<file path="src/rtl/matmul_result_sp.sv">
// Result scratchpad after the matmul calc stage: captures C-element writes per target,
// streams a stored matrix back as the C bias and serves host reads.
module matmul_result_sp #(
    parameter int DATA_WIDTH  = 8,
    parameter int BUS_WIDTH   = 16,
    parameter int ADDR_WIDTH  = 32,
    parameter int SP_NTARGETS = 4,
    localparam int MAX_DIM = BUS_WIDTH / DATA_WIDTH,
    localparam int ELEMS   = MAX_DIM * MAX_DIM,
    localparam int IW      = 2 * $clog2(MAX_DIM),
    localparam int TW      = $clog2(SP_NTARGETS)
) (
    input  logic                  clk_i,
    input  logic                  rst_i,
    input  logic                  start_i,
    input  logic [TW-1:0]         sp_target_i,
    input  logic                  enable_w_i,
    input  logic [ADDR_WIDTH-1:0] address_i,
    input  logic [BUS_WIDTH-1:0]  data_i,
    input  logic [BUS_WIDTH-1:0]  flags_i,
    input  logic                  finish_mul_i,
    input  logic [TW-1:0]         bias_target_i,
    output logic [BUS_WIDTH-1:0]  data_c_o,
    input  logic                  rd_en_i,
    input  logic [TW+IW-1:0]      rd_addr_i,
    output logic [BUS_WIDTH-1:0]  rd_data_o,
    output logic                  rd_valid_o,
    output logic [BUS_WIDTH-1:0]  flags_o,
    output logic                  busy_o,
    output logic                  done_o,
    output logic                  err_o,
    output logic                  incomplete_o
);
    localparam int NWORDS = SP_NTARGETS * ELEMS;
    localparam logic [4:0] OP_C = 5'b10000;

    typedef enum logic [1:0] {S_IDLE, S_COLLECT, S_COMMIT} state_t;

    state_t                 state_q, state_d;
    logic [TW-1:0]          target_q, target_d;
    logic [ELEMS-1:0]       mask_q, mask_d;
    logic                   err_q, err_d;
    logic                   incomplete_q, incomplete_d;
    logic [BUS_WIDTH-1:0]   flags_q, flags_d;
    logic [IW-1:0]          bias_idx_q, bias_idx_d;
    logic [BUS_WIDTH-1:0]   rd_data_q, rd_data_d;
    logic                   rd_valid_q, rd_valid_d;
    logic [BUS_WIDTH-1:0]   mem_q [NWORDS];
    logic [BUS_WIDTH-1:0]   mem_d [NWORDS];

    logic [IW-1:0]          wr_idx;
    logic                   is_c;
    logic                   wr_en;
    logic                   unused_addr;

    assign wr_idx      = address_i[5 +: IW];
    assign is_c        = address_i[4:0] == OP_C;
    assign unused_addr = ^address_i[ADDR_WIDTH-1:5+IW];

    always_ff @(posedge clk_i or posedge rst_i) begin
        if (rst_i) begin
            state_q <= S_IDLE;
        end else begin
            state_q <= state_d;
        end
    end

    always_comb begin
        state_d = state_q;
        case (state_q)
            S_IDLE:    if (start_i) state_d = S_COLLECT;
            S_COLLECT: if (finish_mul_i) state_d = S_COMMIT;
            S_COMMIT:  state_d = S_IDLE;
            default:   state_d = S_IDLE;
        endcase
    end

    always_comb begin
        busy_o = state_q != S_IDLE;
        done_o = state_q == S_COMMIT;
    end

    // Capture bookkeeping; commit status uses mask_d so a write on the finish cycle counts.
    always_comb begin
        target_d     = target_q;
        mask_d       = mask_q;
        err_d        = err_q;
        incomplete_d = incomplete_q;
        flags_d      = flags_q;
        wr_en        = 1'b0;
        case (state_q)
            S_IDLE: begin
                if (start_i) begin
                    target_d     = sp_target_i;
                    mask_d       = '0;
                    err_d        = 1'b0;
                    incomplete_d = 1'b0;
                end else if (enable_w_i || finish_mul_i) begin
                    err_d = 1'b1;
                end
            end
            S_COLLECT: begin
                if (enable_w_i) begin
                    if (is_c) begin
                        wr_en          = 1'b1;
                        mask_d[wr_idx] = 1'b1;
                    end else begin
                        err_d = 1'b1;
                    end
                end
                if (start_i) err_d = 1'b1;
                if (finish_mul_i) begin
                    flags_d      = flags_i;
                    incomplete_d = ~&mask_d;
                end
            end
            default: ;
        endcase
    end

    always_comb begin
        mem_d = mem_q;
        if (wr_en) mem_d[{target_q, wr_idx}] = data_i;
    end

    always_comb begin
        bias_idx_d = bias_idx_q + 1'b1;
        rd_valid_d = rd_en_i;
        rd_data_d  = rd_en_i ? mem_q[rd_addr_i] : rd_data_q;
    end

    always_ff @(posedge clk_i or posedge rst_i) begin
        if (rst_i) begin
            target_q     <= '0;
            mask_q       <= '0;
            err_q        <= 1'b0;
            incomplete_q <= 1'b0;
            flags_q      <= '0;
            bias_idx_q   <= '0;
            rd_data_q    <= '0;
            rd_valid_q   <= 1'b0;
            for (int i = 0; i < NWORDS; i++) mem_q[i] <= '0;
        end else begin
            target_q     <= target_d;
            mask_q       <= mask_d;
            err_q        <= err_d;
            incomplete_q <= incomplete_d;
            flags_q      <= flags_d;
            bias_idx_q   <= bias_idx_d;
            rd_data_q    <= rd_data_d;
            rd_valid_q   <= rd_valid_d;
            mem_q        <= mem_d;
        end
    end

    assign data_c_o     = mem_q[{bias_target_i, bias_idx_q}];
    assign rd_data_o    = rd_data_q;
    assign rd_valid_o   = rd_valid_q;
    assign flags_o      = flags_q;
    assign err_o        = err_q;
    assign incomplete_o = incomplete_q;
endmodule

</file>
<file path="config.mk">
export PLATFORM = sky130hd
export DESIGN_NAME = matmul_result_sp
export DESIGN_NICKNAME = d
export VERILOG_FILES = /design/src/rtl/matmul_result_sp.sv
export SDC_FILE = /design/constraint.sdc
export NUM_CORES = 1
export LEC_CHECK = 0
export ABC_AREA = 0
export ABC_CLOCK_PERIOD_IN_PS = 15700
export CAP_MARGIN = 20
export CORE_MARGIN = 1
export CORE_UTILIZATION = 60
export CTS_CLUSTER_DIAMETER = 100
export DETAILED_ROUTE_END_ITERATION = 8
export DONT_BUFFER_PORTS = 1
export MAX_ROUTING_LAYER = met4
export PLACE_DENSITY = 0.86
export SLEW_MARGIN = 20
export SYNTH_ARGS = -nofsm -noshare
export SYNTH_HDL_FRONTEND = slang
export SYNTH_SLANG_ARGS = --single-unit
export TNS_END_PERCENT = 1
</file>
<file path="constraint.sdc">
create_clock -name clk_i -period 15.7 [get_ports clk_i]
set_clock_uncertainty 0.1 [all_clocks]
set_input_delay 4.71 -clock clk_i [delete_from_list [all_inputs] [get_ports clk_i]]
set_output_delay 4.71 -clock clk_i [all_outputs]
set_load 0.02 [all_outputs]
</file>
Word-level counts from Yosys, hierarchy flattened
Cells that the tools add are included.
- register bits after elaboration: 301
- latch bits: 0
- bits in writable memories: 0
- memory bits (read-only): 0
- input port bits: 78
- output and inout port bits: 53
- logic and storage cells: 89
- memories kept: 0
- $add $sub $neg: 1
- $mul: 0
- divide/modulo/power cells: 0
- order comparisons: 6
- equal/unequal tests: 8
- shift-type cells: 0
- multiplexer cells: 31
- bitwise operators: 4
- reductions and logical operators: 14
- operators with widths (operator ; number):
    bitwise mux 256 bit ; 1
    binary-select mux 16 bit (select 4 bit) ; 2
    2-to-1 mux 16 bit ; 5
    demux 16 bit (select 4 bit) ; 1
    2-to-1 mux 4 bit ; 4
    greater-or-equal comparator 5 bit, second input constant ; 3
    NOT 4 -> 5 bit ; 3
    2-to-1 mux 1 bit ; 11
    inequality test 3 bit, second input constant ; 3
    case mux 4 bit (2 select lines) ; 1
    AND reduction 2 bit ; 4
    AND reduction 4 bit ; 2
    == test 5 bit, second input constant ; 1
    < comparator 5 x 1 -> 1 bit, second input constant ; 1
    2-to-1 mux 2 bit ; 2
    inequality test 2 bit, second input constant ; 2
    bitwise OR 4 bit ; 1
    case mux 1 bit (2 select lines) ; 2
    case mux 2 bit (2 select lines) ; 1
    nonzero test 2 bit ; 2
    < comparator 2 x 3 -> 1 bit, second input constant ; 1
    AND reduction 3 bit ; 1
    adder 2 x 1 -> 2 bit, second input constant ; 1
    demux 1 bit (select 2 bit) ; 1
    7 further kinds ; 8

Longest topological paths before layout
Gate-level depths: netlist of run 1.
- depth in word-level cells: 12
- depth in mapped cells: 8
- mapped depth without buffers: 4

Worst setup path before layout of run 1
No wires, ideal clock.
- path type: input -> output
- start point: input port bias_target_i[0]
- end point: output port data_c_o[0]
- arrival time: 6.275 ns
- data required time: 10.890 ns
- slack: 4.615 ns
- stages: 3
- buffers on the path: 2
- cells stage by stage: clkbuf_1 > buf_1 > mux4_2
- word-level cells in the longest chain between the ends: 4
- ends and longest elaborated chain (item ; RTL line ; text):
    from (decl) ; 22 ; input logic [TW-1:0] bias_target_i,
    NOT 4 -> 5 bit (implied by the code) ; 156 ; assign data_c_o = mem_q[{bias_target_i, bias_idx_q}];
    binary-select mux 16 bit (select 4 bit) ; 156 ;
    2-to-1 mux 16 bit (implied by the code) (2 in a row) ; 156 ;
    to (decl) ; 23 ; output logic [BUS_WIDTH-1:0] data_c_o,
No other way between the ends. The select of a mux whose other input is x is not followed.

Final worst setup path of run 1
Same ends and word-level chain as after synthesis.

==> summary.md, run 1 <==
| Metric | Value |
|---|---|
| Run status | `completed` |
| Synth warnings | `0` |
| Clk network pwr share | `45.9%` |
| DRC | `0` |
| Register area share after synthesis | `49.0%` |
| DR WL/cell | `29.3 um` |
| CTS sink cnt | `301` |
| Fillers | `1617` |
| Share of power burned in registers | `48.8%` |
| Hold Crit Start | `state_q[1]` |
| H-tree Lvls | `2` |
| Worst VDD drop | `109 uV` |
| Placement Cell Area | `0.0155 mm2` |
| Slew @ Worst Pin | `975 ps` |
| Yosys reg bits | `301` |
| CTS Buf Count | `34` |
| Worst-path clk slew | `50 ps` |
| Max-cap violations | `0` |
| Slowest-stage cell, CP | `mux4_2` |
| Synth Instances | `935` |
| First-pass DRT Iterations | `5` |
| Post-CTS Hold Fix Bufs | `0` |
| GR Util met2 | `47.4%` |
| Yosys cell types | `38` |
| Detail Route Antenna Nets | `0` |
| Overflow after GRT | `0` |
| Critical path's top delay family | `multiplexers` |
| Final nets | `984` |
| RePlAce Congestion | `0.823` |
| Hold Crit Class | `reg2reg` |
| Die ar. | `0.0263 mm2` |
| Clock Latency Late Sink | `510 ps` |
| CP Data Arrival Time | `5310 ps` |
| Fin crit period | `10120 ps` |
| Unrepaired setup endpoints after global routing | `false` |
| CP startpoint | `bias_target_i[0]` |
| Met1 GRT Util | `39.6%` |
| Final Max Slew Viols | `0` |
| Number of post-CTS setup repair buffers | `0` |
| Switching power of the nets | `0.000409 W` |
| Vias per inst | `7.11` |
| Crit Path Category | `in2out` |
| FF-to-FF Start | `state_q[0]` |
| Power density over cell area | `106 mW/mm2` |
| CP Buf/Inv Count | `0` |
| Design Area, Final | `0.0166 mm2` |
| Number of global-route vias before repair | `9704` |
| Setup TNS | `0 ps` |
| Final HPWL DP | `20.3 mm` |
| Global-route wire length before repair | `57.7 mm` |
| Post-Route WL | `36.9 mm` |
| ANT cells | `0` |
| Ports | `131` |
| Root Driver | `clkbuf_16` |
| Int Power | `0.00136 W` |
| Area Growth Syn to Fin | `8.19%` |
| Worst Path Max Fanout | `16` |
| Core Area | `0.0252 mm2` |
| Initial drt markers | `853` |
| Mapped cell area | `0.0154 mm2` |
| Leakage power of the design | `7.68 nW` |
| GR peak layer | `met2` |
| Met3 GRT Util | `6.46%` |
| Crit end category | `output pin` |
| Via count | `8962` |
| Global Route Usage Sum | `30.6%` |
| Die span in x | `162 um` |
| Final Cycle Share | `64.4%` |
| Average size of a mapped cell | `16.4 um2` |
| Worst Path Required | `10890 ps` |
| Row count | `58` |
| Largest net degree at the start of global routing | `157` |
| Die height | `162 um` |
| Endpoints failing hold | `0` |
| Initial antenna violation count | `0` |
| TritonCTS clock tree | `yes` |
| Bufs on Longest Clock Path | `3` |
| CP Cell Sequence | `mux4_2` |
| Post-CTS sizing | `0` |
| Relative slew margins | `35.0%` |
| IO buf count | `0` |
| Sw Ratio | `23.1%` |
| Syn nets | `1013` |
| Endpoints failing setup | `0` |
| CP startpoint kind | `input port` |
| Comb pwr share | `5.3%` |
| Fmax | `0.0989 GHz` |
| Initial core utilization | `61.0%` |
| Slowest stage delay, CP | `590 ps` |
| Share of cells above drive strength 1 | `56.9%` |
metal layers:
metal | vias up | share of wire [%]
met1 | 4826 | 38
met2 | 452 | 50
li1 | 3575 | -
met3 | 109 | 8.9
met4 | 0 | 3.8
met5 | - | 0
metrics by stage:
stage | instances | util [%] | hold slack, ps | setup WS [ps] | power [W]
floorplan | 935 | - | 348 | 2570 | 0.000963
global placement | 1199 | 61.4 | 366 | 5580 | 0.000967
detailed placement | 1199 | 61.4 | 381 | 5580 | 0.000972
CTS | 1259 | 65.9 | 394 | 5580 | 0.00178
global route | 1260 | 66.0 | 436 | 5590 | 0.00182
finish | 1260 | 66.0 | 392 | 5580 | 0.00177
power by group through the flow:
stage	clock network, W	logic, W	registers (W)
detailed placement	0	0.0000947	0.000877
CTS	0.000823	0.0000955	0.000864
finish	0.000812	0.0000943	0.000864
global route	0.000851	0.000103	0.000868
global placement	0	0.0000913	0.000876
floorplan	0	0.0000950	0.000868
registers in the layout (all words and copies together), names as in the netlist:
name,cells
rd_valid_o,1
flags_o,16
state_q,2
incomplete_o,1
mem_q,256
err_o,1
target_q,2
mask_q,4
bias_idx_q,2
rd_data_o,16
cells by family (layout without fill, tap and decap cells):
family                    Yosys count  count (layout)  synth area share (%)
xor gates and xnor gates            1               1                0.0570
AOI/OAI and AO/OA                  59              59                  2.28
and+or+nand+nor                    48              48                  1.94
buffers and inverters              90              85                  3.22
DFF                               301             301                  49.0
muxes                             436             436                  43.5
Yosys cell counts:
cell type  count  area share [%]
and2_1         1           0.041
or4_1          4            0.20
clkbuf_1      39            0.95
nand2_1       10            0.24
nor4_4         1            0.14
mux2_4        40             3.9
a31oi_1        1           0.041
a22oi_1        1           0.049
and3_1         1           0.041
nand4_1        2           0.081
xor2_1         1           0.057
o21a_1         1           0.049
nand2b_1       2           0.081
or2_2          3            0.12
buf_1         11            0.27
and2_0         1           0.041
clkbuf_2       1           0.033
buf_6          5            0.37
nand2_4        1           0.073
buf_4          9            0.44
nand4b_1       1           0.057
dfrtp_1      301              49
buf_12         4            0.52
nor2b_1        5            0.20
nand2_2        3            0.12
and4_2         1           0.065
nand3_1        1           0.033
buf_2         15            0.49
a32o_1         1           0.065
nor2_2         8            0.33
nor2_1         3           0.073
mux2_2       252              18
a41oi_1        1           0.057
mux4_2       144              21
a21oi_1       17            0.55
o21ai_0        5            0.16
inv_1          6            0.15
o22ai_1       32             1.3
cell usage in the layout, fill, tap and decap left out, drive strengths merged, types with 5 or more instances in the layout:
cell / instances
a21oi: 17
buf: 19
clkbuf: 47
clkinv: 9
dfrtp: 301
inv: 6
mux2: 292
mux4: 144
nand2: 14
nor2: 11
nor2b: 5
o21ai: 5
o22ai: 32
path summary, 6_finish.rpt:
kind	end	slack, ps	depth (start not counted)
setup / recovery	data_c_o[0]	5580	1
hold / removal	state_q[0]	390	1
setup reg to reg	mem_q[226]	13340	5
hold reg to reg	state_q[0]	390	1
max in group asynchronous	mem_q[69]	9950	2
min in group asynchronous	mem_q[137]	4060	1
final cells by class:
type / count / area (um2) / area share, %
Clock inverter: 13 / 146 / 0.881
Multi-Input combinational cell: 544 / 7340 / 44.1
Sequential cell: 301 / 7540 / 45.3
Timing Repair Buffer: 19 / 150 / 0.903
Clock buffer: 47 / 1000 / 6.04
Inverter: 6 / 35.0 / 0.211
Tap cell: 330 / 413 / 2.48
No activity file was read; power rests on OpenSTA's default activity.
==> run 2: changes to the inputs <==
ABC_CLOCK_PERIOD_IN_PS = 8960   (was 15700)
CORE_UTILIZATION = 58   (was 60)
clock period = 8.96 ns   (was 15.7 ns; I/O delays follow)
==> run 2 against run 1 <==
Combinational power grew 75%. Register-to-register slack lost 7000 ps. Routed wire length shrank 1.3%.
==> summary.md, run 2 (synthesized netlist as in run 1, its figures left out) <==
| Metric | Value |
|---|---|
| Run status | `completed (unchanged)` |
| Largest net degree at the start of global routing | `170 (was 157)` |
| Bufs on Longest Clock Path | `3 (unchanged)` |
| Number of post-CTS setup repair buffers | `0 (unchanged)` |
| Fmax | `0.165 GHz` |
| Slew @ Worst Pin | `1190 ps (was 975 ps)` |
| Fin cells | `1258 (was 1260)` |
| CP Data Arrival Time | `3290 ps (was 5310 ps)` |
| Number of global-route vias before repair | `9358 (was 9704)` |
| Crit end category | `output pin (unchanged)` |
| Post-CTS sizing | `0 (unchanged)` |
| Initial antenna violation count | `0 (unchanged)` |
| First-pass DRT Iterations | `5 (unchanged)` |
| Final Max Slew Viols | `0 (unchanged)` |
| Design Area, Final | `0.0165 mm2 (was 0.0166 mm2)` |
| Worst VDD drop | `178 uV (was 109 uV)` |
| Fin crit period | `6080 ps` |
| Vias per inst | `7.00 (was 7.11)` |
| IO buf count | `0 (unchanged)` |
| Switching power of the nets | `0.000698 W (was 0.000409 W)` |
| Critical path's top delay family | `multiplexers (unchanged)` |
| Sw Ratio | `23.5% (was 23.1%)` |
| Worst Path Required | `6170 ps (was 10890 ps)` |
| CTS Buf Count | `31 (was 34)` |
| Comb pwr share | `5.6% (was 5.3%)` |
| Unrepaired setup endpoints after global routing | `false (unchanged)` |
| CTS sink cnt | `301 (unchanged)` |
| Max FFs per register | `256 (unchanged)` |
| Global-route wire length before repair | `56.5 mm (was 57.7 mm)` |
| Core Area | `0.0261 mm2 (was 0.0252 mm2)` |
| Clk network pwr share | `43.4% (was 45.9%)` |
| Setup TNS | `0 ps (unchanged)` |
| Inst Count DP | `1204 (was 1199)` |
| Worst Path Max Fanout | `40 (was 16)` |
| Overflow after GRT | `0 (unchanged)` |
| RePlAce Congestion | `0.798 (was 0.823)` |
| Final nets | `980 (was 984)` |
| Area Growth Syn to Fin | `7.25% (was 8.19%)` |
| Share of power burned in registers | `51.0% (was 48.8%)` |
| Fillers | `1758 (was 1617)` |
| Slowest-stage cell, CP | `dfrtp_4 (was mux4_2)` |
| Root Driver | `clkbuf_16 (unchanged)` |
| Largest register by flop count | `mem_q (unchanged)` |
| Initial drt markers | `761 (was 853)` |
| Crit Path Category | `reg2out (was in2out)` |
| Commonest non-fill, non-tap cell in the layout | `dfrtp_1 (unchanged)` |
| Row count | `59 (was 58)` |
| Most frequent cells in the layout | `299 x dfrtp_1, 252 x mux2_2, 144 x mux4_2, 40 x mux2_4, 32 x o22ai_1 (was 299 x dfrtp_1, 252 x mux2_2, 144 x mux4_2, 40 x mux2_4, 37 x clkbuf_16)` |
| Via count | `8805 (was 8962)` |
| Relative slew margins | `20.5% (was 35.0%)` |
| Placement Cell Area | `0.0155 mm2 (about the same)` |
| Power density over cell area | `180 mW/mm2 (was 106 mW/mm2)` |
| Int Power | `0.00227 W (was 0.00136 W)` |
| DRC | `0 (unchanged)` |
| Leakage power of the design | `7.61 nW (was 7.68 nW)` |
| CP startpoint kind | `register (was input port)` |
| ANT cells | `0 (unchanged)` |
| Endpoints failing setup | `0 (unchanged)` |
| Die ar. | `0.0271 mm2 (was 0.0263 mm2)` |
| Share of cells above drive strength 1 | `56.6% (was 56.9%)` |
| Global Route Usage Sum | `29.2% (was 30.6%)` |
| Die span in x | `165 um (was 162 um)` |
| Post-CTS Hold Fix Bufs | `0 (unchanged)` |
| Die height | `165 um (was 162 um)` |
| Clock Latency Late Sink | `550 ps (was 510 ps)` |
| Endpoints failing hold | `0 (unchanged)` |
| Post-Route WL | `36.4 mm (was 36.9 mm)` |
| Final Cycle Share | `67.8%` |
| TritonCTS clock tree | `yes (unchanged)` |
| Most frequent CP cell | `mux4_2` |
| Slowest stage delay, CP | `780 ps (was 590 ps)` |
| CP Buf/Inv Count | `1 (was 0)` |
| Ports | `131 (unchanged)` |
| CP Cell Sequence | `buf_4 -> mux4_2 -> mux4_2 (was mux4_2)` |
| Max-cap violations | `0 (unchanged)` |
| Worst-path clk slew | `60 ps (was 50 ps)` |
| Final HPWL DP | `21.0 mm (was 20.3 mm)` |
| Hold Crit Class | `reg2reg (unchanged)` |
| DR WL/cell | `29.0 um (was 29.3 um)` |
| H-tree Lvls | `1 (was 2)` |
| Initial core utilization | `59.0% (was 61.0%)` |
| Detail Route Antenna Nets | `0 (unchanged)` |
run 2: routing by layer:
| layer | track usage [%] | share of wire (%) | up-vias | routed length [um] |
|---|---|---|---|---|
| met5 | - | 0 | - | 0 |
| met4 | 12.0 | 3.9 | 0 | 1420 |
| met3 | 6.18 | 7.9 | 121 | 2870 |
| met2 | 44.3 | 49 | 415 | 17900 |
| met1 | 38.8 | 39 | 4709 | 14200 |
| li1 | - | - | 3560 | - |
run 2: stage by stage:
step / hold WS, ps / utilization [%] / power (W) / setup slack [ps]
floorplan: 348 / - / 0.00169 / 1920
finish: 401 / 63.2 / 0.00297 / 2880
global placement: 373 / 59.4 / 0.00170 / 2880
global route: 427 / 63.2 / 0.00306 / 2630
CTS: 403 / 63.2 / 0.00299 / 2780
detailed placement: 389 / 59.4 / 0.00170 / 2880
run 2: power groups by stage:
stage               registers [W]  clock network [W]  logic [W]
detailed placement        0.00154                  0   0.000167
global placement          0.00154                  0   0.000160
finish                    0.00152            0.00129   0.000165
CTS                       0.00152            0.00130   0.000167
global route              0.00152            0.00136   0.000180
floorplan                 0.00152                  0   0.000167
run 2: path summary, 6_finish.rpt:
kind	cells after the start	startpoint	slack, ps	endpoint
min in group asynchronous	1	rst_i	1960	mem_q[61]
max	3	bias_idx_q[0]	2880	data_c_o[8]
min reg2reg	2	mask_q[3]	400	mask_q[3]
max reg2reg	5	state_q[0]	6320	mem_q[72]
min	2	mask_q[3]	400	mask_q[3]
max in group asynchronous	2	rst_i	5530	bias_idx_q[0]
run 2: area by class of cell:
| cell class | count | area (um2) | share of cell area (%) |
|---|---|---|---|
| clock inverter | 12 | 143 | 0.866 |
| multi-input combinational | 544 | 7340 | 44.5 |
| tap | 335 | 419 | 2.54 |
| clock buffer | 42 | 867 | 5.26 |
| inverter | 6 | 26.3 | 0.159 |
| sequential | 301 | 7540 | 45.7 |
| timing repair buffer | 18 | 148 | 0.896 |
run 2: worst reg2reg max path, delay by kind of cell (launching register included):
family	cells	cell delay, ps
flops	1	420
buf+inv	1	360
mux	1	390
simple gates	3	1250
